### config.mk
export PLATFORM = sky130hd
export DESIGN_NAME = frame_update_sequencer_flat
export DESIGN_NICKNAME = d
export VERILOG_FILES = /design/src/rtl/frame_seq_pkg.sv /design/src/rtl/frame_update_sequencer_if.sv /design/src/rtl/seq_timeout_counter.sv /design/src/rtl/frame_update_sequencer.sv /design/src/flat_wrapper.sv
export SDC_FILE = /design/constraint.sdc
export NUM_CORES = 1
export LEC_CHECK = 0
export CAP_MARGIN = 20
export CORE_MARGIN = 2
export CORE_UTILIZATION = 51
export CTS_CLUSTER_SIZE = 28
export DETAILED_ROUTE_END_ITERATION = 7
export GPL_TIMING_DRIVEN = 0
export PLACE_DENSITY = 0.91
export SETUP_SLACK_MARGIN = 0.15
export SYNTH_ARGS = -nofsm -noshare
export SYNTH_HDL_FRONTEND = slang
export SYNTH_SLANG_ARGS = --single-unit
### constraint.sdc
create_clock -name clkgen -period 2 [get_ports clkgen]
set_input_delay 0.4 -clock clkgen [delete_from_list [all_inputs] [get_ports clkgen]]
set_output_delay 0.4 -clock clkgen [all_outputs]
set_load 0.05 [all_outputs]
### src/rtl/frame_seq_pkg.sv
// ----------------------------------------------------------------------------
// frame_seq_pkg
//   Shared types and constants for the frame update sequencer.
//   - seq_state_t : sequencer FSM states (IDLE, ISSUE, WAIT)
//   - PH_*        : phase indices of the game-logic update blocks, in issue order
//   - FRAME_CNT_W : width of the vsync edge counter
// ----------------------------------------------------------------------------
package frame_seq_pkg;

  typedef enum logic [1:0] {
    IDLE  = 2'd0,
    ISSUE = 2'd1,
    WAIT  = 2'd2
  } seq_state_t;

  localparam int PH_PADDLE = 0;
  localparam int PH_BALL   = 1;
  localparam int PH_BRICK  = 2;
  localparam int PH_SCORE  = 3;

  localparam int FRAME_CNT_W = 16;

endpackage

### src/rtl/frame_update_sequencer_if.sv
// ----------------------------------------------------------------------------
// frame_update_sequencer_if
//   Start/done handshake between the sequencer and the game-logic blocks.
//   phase_start  : one-hot, one-cycle start pulse per phase (sequencer -> blocks)
//   phase_done   : per-phase completion pulse/level           (blocks -> sequencer)
//   phase_active : index of the phase currently issued/awaited
//   busy         : a sequence is in progress
//   frame_tick   : one-cycle pulse when a full sequence completes
//   Modports: master = sequencer side, slave = game-logic side.
// ----------------------------------------------------------------------------
interface frame_update_sequencer_if #(
  parameter int NUM_PHASES = 4,
  parameter int PHASE_W    = 2
);

  logic [NUM_PHASES-1:0] phase_start;
  logic [NUM_PHASES-1:0] phase_done;
  logic [PHASE_W-1:0]    phase_active;
  logic                  busy;
  logic                  frame_tick;

  modport master (
    output phase_start,
    output phase_active,
    output busy,
    output frame_tick,
    input  phase_done
  );

  modport slave (
    input  phase_start,
    input  phase_active,
    input  busy,
    input  frame_tick,
    output phase_done
  );

endinterface

### src/rtl/seq_timeout_counter.sv
// ----------------------------------------------------------------------------
// seq_timeout_counter
//   Per-phase wait counter. Cleared while a phase is being issued, counts each
//   cycle spent waiting, and flags expiry on the cycle the count reaches
//   TIMEOUT-1 while still waiting.
//   clkgen  in  clock
//   rst_n   in  asynchronous active-low reset
//   clear   in  reset the count to 0
//   enable  in  count this cycle (sequencer is waiting for done)
//   expired out waiting and count == TIMEOUT-1
// ----------------------------------------------------------------------------
module seq_timeout_counter #(
  parameter int TIMEOUT = 4096
) (
  input  logic clkgen,
  input  logic rst_n,
  input  logic clear,
  input  logic enable,
  output logic expired
);

  localparam int              CNT_W = (TIMEOUT > 2) ? $clog2(TIMEOUT) : 1;
  localparam logic [CNT_W-1:0] LAST = CNT_W'(TIMEOUT - 1);

  logic [CNT_W-1:0] cnt;

  // Saturates at LAST so a held enable can never wrap back to a small count.
  always_ff @(posedge clkgen or negedge rst_n) begin
    if (!rst_n) begin
      cnt <= '0;
    end else if (clear) begin
      cnt <= '0;
    end else if (enable && (cnt != LAST)) begin
      cnt <= cnt + CNT_W'(1);
    end
  end

  assign expired = enable && (cnt == LAST);

endmodule

### src/rtl/frame_update_sequencer.sv
// ----------------------------------------------------------------------------
// frame_update_sequencer
//   Runs the per-frame game-state update phases strictly in order during
//   vertical blanking. A vsync rising edge (every FRAME_DIV-th one) starts a
//   sequence; each phase gets a one-cycle start pulse and is then awaited until
//   its done bit or a timeout, after which the next phase is issued.
//   clkgen        in  pixel clock
//   rst_n         in  asynchronous active-low reset
//   vsync         in  active-high vsync from the timing generator
//   run           in  1 = allow new sequences, 0 = pause (frames still counted)
//   err_clr       in  clears timeout_err, timeout_phase and overrun
//   seq_if        master modport: phase_start/phase_done/phase_active/busy/frame_tick
//   frame_count   out vsync rising edges since reset (wraps)
//   timeout_err   out sticky: some phase timed out
//   timeout_phase out index of the most recent timed-out phase
//   overrun       out sticky: vsync edge arrived while a sequence was running
// ----------------------------------------------------------------------------
module frame_update_sequencer
  import frame_seq_pkg::*;
#(
  parameter int NUM_PHASES = 4,
  parameter int TIMEOUT    = 4096,
  parameter int FRAME_DIV  = 1,
  parameter int PHASE_W    = 2
) (
  input  logic                   clkgen,
  input  logic                   rst_n,
  input  logic                   vsync,
  input  logic                   run,
  input  logic                   err_clr,
  frame_update_sequencer_if.master seq_if,
  output logic [FRAME_CNT_W-1:0] frame_count,
  output logic                   timeout_err,
  output logic [PHASE_W-1:0]     timeout_phase,
  output logic                   overrun
);

  localparam int                 DIV_W    = (FRAME_DIV > 1) ? $clog2(FRAME_DIV) : 1;
  localparam logic [DIV_W-1:0]   DIV_LAST = DIV_W'(FRAME_DIV - 1);
  localparam logic [PHASE_W-1:0] IDX_LAST = PHASE_W'(NUM_PHASES - 1);

  seq_state_t         state, next_state;
  logic [PHASE_W-1:0] idx, next_idx;
  logic               vsync_q;
  logic               vs_edge;
  logic [DIV_W-1:0]   div_cnt;
  logic               eligible;
  logic               tick_next;
  logic               timeout_hit;
  logic               wait_expired;
  logic               done_cur;

  assign vs_edge  = vsync & ~vsync_q;
  assign eligible = vs_edge && (div_cnt == '0);
  assign done_cur = seq_if.phase_done[idx];

  seq_timeout_counter #(
    .TIMEOUT (TIMEOUT)
  ) u_timeout (
    .clkgen  (clkgen),
    .rst_n   (rst_n),
    .clear   (state == ISSUE),
    .enable  (state == WAIT),
    .expired (wait_expired)
  );

  // Edge detector, frame counter and divider see every edge, whether or not a
  // sequence is started for it.
  always_ff @(posedge clkgen or negedge rst_n) begin
    if (!rst_n) begin
      vsync_q     <= 1'b0;
      frame_count <= '0;
      div_cnt     <= '0;
    end else begin
      vsync_q <= vsync;
      if (vs_edge) begin
        frame_count <= frame_count + FRAME_CNT_W'(1);
        div_cnt     <= (div_cnt == DIV_LAST) ? '0 : div_cnt + DIV_W'(1);
      end
    end
  end

  always_ff @(posedge clkgen or negedge rst_n) begin
    if (!rst_n) begin
      state      <= IDLE;
      idx        <= '0;
      seq_if.frame_tick <= 1'b0;
    end else begin
      state      <= next_state;
      idx        <= next_idx;
      seq_if.frame_tick <= tick_next;
    end
  end

  // Done has priority over the timeout, so a done arriving on the expiry
  // cycle advances cleanly without raising an error.
  always_comb begin
    next_state  = state;
    next_idx    = idx;
    tick_next   = 1'b0;
    timeout_hit = 1'b0;
    unique case (state)
      IDLE: begin
        if (eligible && run) begin
          next_state = ISSUE;
          next_idx   = '0;
        end
      end
      ISSUE: begin
        next_state = WAIT;
      end
      WAIT: begin
        if (done_cur || wait_expired) begin
          timeout_hit = !done_cur;
          if (idx == IDX_LAST) begin
            next_state = IDLE;
            tick_next  = 1'b1;
          end else begin
            next_state = ISSUE;
            next_idx   = idx + PHASE_W'(1);
          end
        end
      end
      default: begin
        next_state = IDLE;
      end
    endcase
  end

  // Sticky flags: a new error in the same cycle as err_clr stays set.
  always_ff @(posedge clkgen or negedge rst_n) begin
    if (!rst_n) begin
      timeout_err   <= 1'b0;
      timeout_phase <= '0;
      overrun       <= 1'b0;
    end else begin
      if (err_clr) begin
        timeout_err   <= 1'b0;
        timeout_phase <= '0;
        overrun       <= 1'b0;
      end
      if (timeout_hit) begin
        timeout_err   <= 1'b1;
        timeout_phase <= idx;
      end
      if (vs_edge && (state != IDLE)) begin
        overrun <= 1'b1;
      end
    end
  end

  assign seq_if.phase_start  = (state == ISSUE) ? (NUM_PHASES'(1) << idx) : '0;
  assign seq_if.phase_active = idx;
  assign seq_if.busy         = (state != IDLE);

endmodule

### src/flat_wrapper.sv
// flat-port wrapper written by rule: the top's interface ports become plain ports
module frame_update_sequencer_flat import frame_seq_pkg::*;
#(
  parameter int NUM_PHASES = 4,
  parameter int TIMEOUT    = 4096,
  parameter int FRAME_DIV  = 1,
  parameter int PHASE_W    = 2
)
  (clkgen, rst_n, vsync, run, err_clr, frame_count, timeout_err, timeout_phase, overrun, seq_if_phase_start, seq_if_phase_active, seq_if_busy, seq_if_frame_tick, seq_if_phase_done);
  frame_update_sequencer_if #(.NUM_PHASES(NUM_PHASES), .PHASE_W(PHASE_W)) seq_if_i ();
  input  logic clkgen;
  input  logic rst_n;
  input  logic vsync;
  input  logic run;
  input  logic err_clr;
  output logic [FRAME_CNT_W-1:0] frame_count;
  output logic timeout_err;
  output logic [PHASE_W-1:0] timeout_phase;
  output logic overrun;
  output wire logic [$bits(seq_if_i.phase_start)-1:0] seq_if_phase_start;
  output wire logic [$bits(seq_if_i.phase_active)-1:0] seq_if_phase_active;
  output wire logic [$bits(seq_if_i.busy)-1:0] seq_if_busy;
  output wire logic [$bits(seq_if_i.frame_tick)-1:0] seq_if_frame_tick;
  input wire logic [$bits(seq_if_i.phase_done)-1:0] seq_if_phase_done;
  assign seq_if_phase_start = seq_if_i.phase_start;
  assign seq_if_phase_active = seq_if_i.phase_active;
  assign seq_if_busy = seq_if_i.busy;
  assign seq_if_frame_tick = seq_if_i.frame_tick;
  assign seq_if_i.phase_done = seq_if_phase_done;
  frame_update_sequencer #(.NUM_PHASES(NUM_PHASES), .TIMEOUT(TIMEOUT), .FRAME_DIV(FRAME_DIV), .PHASE_W(PHASE_W)) u_core (.clkgen(clkgen), .rst_n(rst_n), .vsync(vsync), .run(run), .err_clr(err_clr), .seq_if(seq_if_i), .frame_count(frame_count), .timeout_err(timeout_err), .timeout_phase(timeout_phase), .overrun(overrun));
endmodule
# After elaboration in Yosys (flattened, before gate mapping)
# Index checks and enable logic that the tools add are counted.
# classes
addsub	4
magnitude_cmp	1
eq_ne	8
n_shift	1
mux	24
bitwise	3
reduce_logical	15
# ops
op	count
12-bit two-way mux	2
16-bit by 1-bit adder with 16-bit output (second input constant)	1
2-bit two-way mux	7
12-bit by 1-bit adder with 12-bit output (second input constant)	1
12-bit == test (second input constant)	1
12-bit != test (second input constant)	1
1-bit two-way mux	11
2-bit nonzero test	5
2-bit case mux with 3 select lines	1
1-bit logical AND	5
2-bit == test (second input constant)	2
4-bit two-way mux	1
2-bit by 1-bit != test with 1-bit output (second input constant)	2
2-bit case mux with 2 select lines	1
4-bit AND reduction	1
1-bit by 2-bit left shift with 4-bit output (first input constant)	1
2-bit by 3-bit < comparator with 1-bit output (second input constant)	1
2-bit by 1-bit adder with 2-bit output (second input constant)	1
1-bit binary-select mux with 2-bit select	1
2-bit by 1-bit == test with 1-bit output (second input constant)	1
2-bit logical NOT	1
2-bit != test (second input constant)	1
1-bit NOT	2
2-bit AND reduction	1
other kinds (4)	4
# totals
regBits	39
inputBits	9
output_inout_bits	28
elab_cells	66

# Logic depth before layout (Yosys ltp)
# logic_depth
depth_word	6
ltp_mapped	6
mapped_depth_nobuf	5

# By module
# Synthesis repeated with hierarchy kept, for this count alone.
# hier_totals
hier_cells	179
hier_area_um2	1936.9
# by_module_without_submodules
mod	instances	cells_per_inst	area_per_inst_um2	seq_area_each_um2
frame_update_sequencer	1	107	1226.2	650.6
seq_timeout_counter	1	72	710.7	300.3

# Worst setup path before layout
# No wires, ideal clock.
# synth_timing
path_type	register to register
startpoint	register u_core.idx[0], in the netlist u_core.seq_if.phase_active[0]
endpoint	register u_core.timeout_phase[0]
setup_time_ns	0.128
arrival_ns	1.819
required_ns	1.872
path_slack_ns	0.053
path_stages_with_launch	4
n_path_buf	0
period_less_slack_ns	1.947
path_cell_list	dfrtp_1 mux4_2 or3_4 mux2i_1
# synth_via
elab_chain_cells	6
word_cells_on_any_way	8
cone_classes	mux: 5; reduce/logical: 3
# synth_lines
item	line_no	source
start, declared	frame_update_sequencer.sv:43	logic [PHASE_W-1:0] idx, next_idx;
start signal, assigned	frame_update_sequencer.sv:90	idx <= next_idx;
1-bit binary-select mux with 2-bit select	frame_update_sequencer.sv:55	assign done_cur = seq_if.phase_done[idx];
1-bit two-way mux (not written as such)	frame_update_sequencer.sv:55	
1-bit logical NOT / 1-bit logical OR (equally long branches)	frame_update_sequencer.sv:114, frame_update_sequencer.sv:113	
1-bit two-way mux	frame_update_sequencer.sv:113	if (done_cur || wait_expired) begin
1-bit two-way mux	frame_update_sequencer.sv:102	unique case (state)
2-bit two-way mux / 2-bit nonzero test (equally long branches)	n/a	
end signal, assigned	frame_update_sequencer.sv:144	timeout_phase <= idx;
end, declared	frame_update_sequencer.sv:34	output logic [PHASE_W-1:0] timeout_phase,
# Several ways; a longest one is shown, not always the timed one. The select of a mux whose other input is x is not followed.
# A chain may end at the register's enable or synchronous reset.

# Worst setup path after layout
# layout_timing
startpoint	register u_core.state[1]
endpoint	output port seq_if_busy
# layout_via
elab_chain_cells	1
# layout_lines
item	line_no	source
start, declared	frame_update_sequencer.sv:42	seq_state_t state, next_state;
start signal, assigned	frame_update_sequencer.sv:89	state <= next_state;
2-bit nonzero test	frame_update_sequencer.sv:154	assign seq_if.busy = (state != IDLE);
end, declared	flat_wrapper.sv:22	output wire logic [$bits(seq_if_i.busy)-1:0] seq_if_busy;
# Every way passes these cells.

==> reports/qor.csv <==
metric;value;unit
outcome;completed;
drt_iter0_drc;164;
std_cell_rows;22;
wl;4.14;mm
worstReg2RegEnd;u_core.u_timeout.cnt[11];
seq_area_frac_synth;49.2;%
worstPathArrival;1400;ps
p_switching;1.12;mW
endpoint;seq_if_busy;
routedWlPerCell;15.0;um
cts_buffers;5;
hp-class;primary input to async pin;
fp.dieH;65.5;um
finalCritPeriodShare;90.2;%
cts_buffer_depth;2;
final_cells;276;
start_kind;flip-flop;
hold_ws;204;ps
async_reset_ff_share;100;%
netlist_area;1930;um^2
tns;0;ps
grt_pass1_wl;6.76;mm
place_congestion;0.927;
gr-total-overflow;0;
yosysWarnings;0;
die_area;4300;um^2
top_layer;met4;
antenna_left;0;
power.density;1090;nW/um^2
ys_types;42;
clkPwrFrac;23.4;%
worst_slew_pin_slew;817;ps
antenna_found_initial;0;
drive_gt1_share;13.2;%
r2r-start;u_core.u_timeout.cnt[1];
peakVddDrop;0.607;mV
netlist_instances;183;
area_growth;27.3;%
rsz0062_at_grt;yes;
grt_max_degree;39;
synth_edf_count;0;
final_nets;242;
placedCellCount;267;
combPwrFrac;37.4;%
path_clk_slew;70;ps
track_usage;20.7;%
slew_headroom;45.5;%
coreArea;3660;um^2
synthFlopType;dfrtp_1;
fin_crit;1800;ps
avgSynthCellArea;10.6;um^2
dp_hpwl;3.04;mm
dr_wl_met3;282;um
max_freq;554;MHz
path_max_fanout;10;
via_count;1615;
start_util;52.8;%
wl_met1;1.73;mm
skew;2.77;ps
cp-startpoint;u_core.state[1];
p_int;1.57;mW
power.leakage;1.22;nW
viasPerCell;5.85;
cts_sinks;38;
grt_pass1_vias;1518;
setup_violations;0;
ys_ff_latch;38;
htreeDepth;2;
switching_share;41.5;%
reg2regPathDepth;6;
met2_length;2.07;mm
first_pass_iters;4;
power_frac_seq;39.2;%
crit_required;1600;ps
reg2reg_slack;240;ps
path_class;flip-flop to output pin;
cp-end-kind;output pin;
syn-num-nets;198;
total_power;2.69;mW
hold_buffers;0;
hold_violations;0;
drc;0;
die_w;65.5;um
worstSkewPairLatency;280;ps
ios;37;
numPortBuffers;36;
maxSlewViolCount;0;
cts-root-buf;clkbuf_8;
maxCapViolCount;0;
diodes;0;
cts_tree;done;
routing by layer:
metal,vias up,global-route usage [%]
li1,762,-
met1,768,25.5
met2,75,34.8
met3,10,5.65
met4,0,7.29
met5,-,0
metrics by stage:
step           worst slack, ps  area [um^2]  util, %
3_5_place_dp              -243         2350     64.1
4_1_cts                   94.4         2420     66.1
5_1_grt                    109         2460     67.2
3_3_place_gp              -415         2350     64.3
2_1_floorplan              228         1930        -
6_report                   196         2460     67.2
flip-flops by register name, summed over array words and instances, names as in the netlist:
name	flops
u_core.timeout_phase	2
u_core.u_timeout.cnt	12
u_core.frame_count	16
u_core.seq_if.phase_active	2
u_core.timeout_err	1
u_core.seq_if.frame_tick	1
u_core.overrun	1
u_core.state	2
u_core.vsync_q	1
worst max-delay path: stages (launching register included):
cell     delay, ps
dfrtp_1        390
buf_2          190
or2_2          320
buf_2          220
kinds of logic (layout without fill, tap and decap cells):
logic type / Yosys count / after routing / share of synthesized area, %
and+or+nand+nor: 79 / 79 / 23.9
DFF: 38 / 38 / 49.2
AOI/OAI and AO/OA: 27 / 27 / 9.65
xor gates and xnor gates: 16 / 16 / 7.25
buffers and inverters: 11 / 56 / 2.27
adders and majority gates: 6 / 6 / 3.89
muxes: 6 / 6 / 3.82
worst min-delay path by stage:
stage | slack, ps | start | cells past startpoint | endpoint
2_1_floorplan | 100 | rst_n | 0 | u_core.frame_count[0]
3_3_place_gp | 460 | u_core.frame_count[15] | 1 | u_core.frame_count[15]
3_5_place_dp | 470 | u_core.frame_count[15] | 1 | u_core.frame_count[15]
4_1_cts | 230 | rst_n | 1 | u_core.frame_count[12]
5_1_grt | 260 | rst_n | 1 | u_core.overrun
6_report | 200 | rst_n | 1 | u_core.timeout_err
synthesized netlist by cell type (3+ instances only):
| cell | n | area share (%) |
|---|---|---|
| xor2_1 | 5 | 2.3 |
| and3_1 | 10 | 3.2 |
| and4_1 | 4 | 1.8 |
| or4_1 | 3 | 1.2 |
| inv_1 | 7 | 1.4 |
| nor2_1 | 4 | 0.78 |
| dfrtp_1 | 38 | 49 |
| xnor2_1 | 11 | 5.0 |
| nand2b_1 | 3 | 0.97 |
| a21oi_1 | 5 | 1.3 |
| nand2_1 | 14 | 2.7 |
| o211ai_1 | 4 | 1.6 |
| nand4_1 | 7 | 2.3 |
| nor3_1 | 4 | 1.0 |
| and2_1 | 7 | 2.3 |
| mux2i_1 | 4 | 2.1 |
| ha_1 | 6 | 3.9 |
| nand3_1 | 12 | 3.1 |
| o21ai_0 | 4 | 1.0 |
area by class of cell:
class	count	area (um^2)
tap	48	60.1
clock buffer	7	76.3
inverter	7	26.3
timing repair buffer	37	332
buffer	4	20.0
multi-input combinational	134	960
sequential	38	955
fill	296	1200
clock inverter	1	30.0
power by group through the flow:
stage	combinational [mW]	sequential, mW	clock [mW]
global route	1.09	1.07	0.679
floorplan	0.461	1.29	0
finish	1.00	1.06	0.630
global placement	1.03	1.06	0
detailed placement	1.05	1.06	0
CTS	0.992	1.05	0.641
repair_timing:
action	CTS	global route
endpoints found under the hold margin	0	0
setup endpoints to repair	26	12
buffers inserted	0	1
gates cloned	0	0
pin swaps	0	2
resized for setup	49	11
cell usage in the layout, fill, tap and decap left out, types with 2 or more instances in the layout:
| cell | instances |
|---|---|
| or4_1 | 3 |
| xor2_1 | 5 |
| clkbuf_8 | 5 |
| and2_1 | 7 |
| nor2_1 | 3 |
| ha_1 | 5 |
| o31ai_1 | 2 |
| nand2_1 | 14 |
| o211ai_1 | 4 |
| dfrtp_1 | 35 |
| or2_2 | 2 |
| dfrtp_2 | 3 |
| nand2b_1 | 3 |
| xnor2_1 | 11 |
| dlygate4sd2_1 | 19 |
| clkdlybuf4s50_1 | 8 |
| nand4_1 | 7 |
| a21oi_1 | 4 |
| a31oi_1 | 2 |
| and3_1 | 10 |
| buf_2 | 3 |
| inv_1 | 7 |
| buf_4 | 5 |
| o21ai_0 | 4 |
| dlymetal6s2s_1 | 3 |
| nor3_1 | 4 |
| nand3_1 | 12 |
| clkbuf_1 | 4 |
| and4_1 | 4 |
| a22o_1 | 2 |
| mux2i_1 | 4 |
Note: power is estimated with default switching activity, not from simulation.
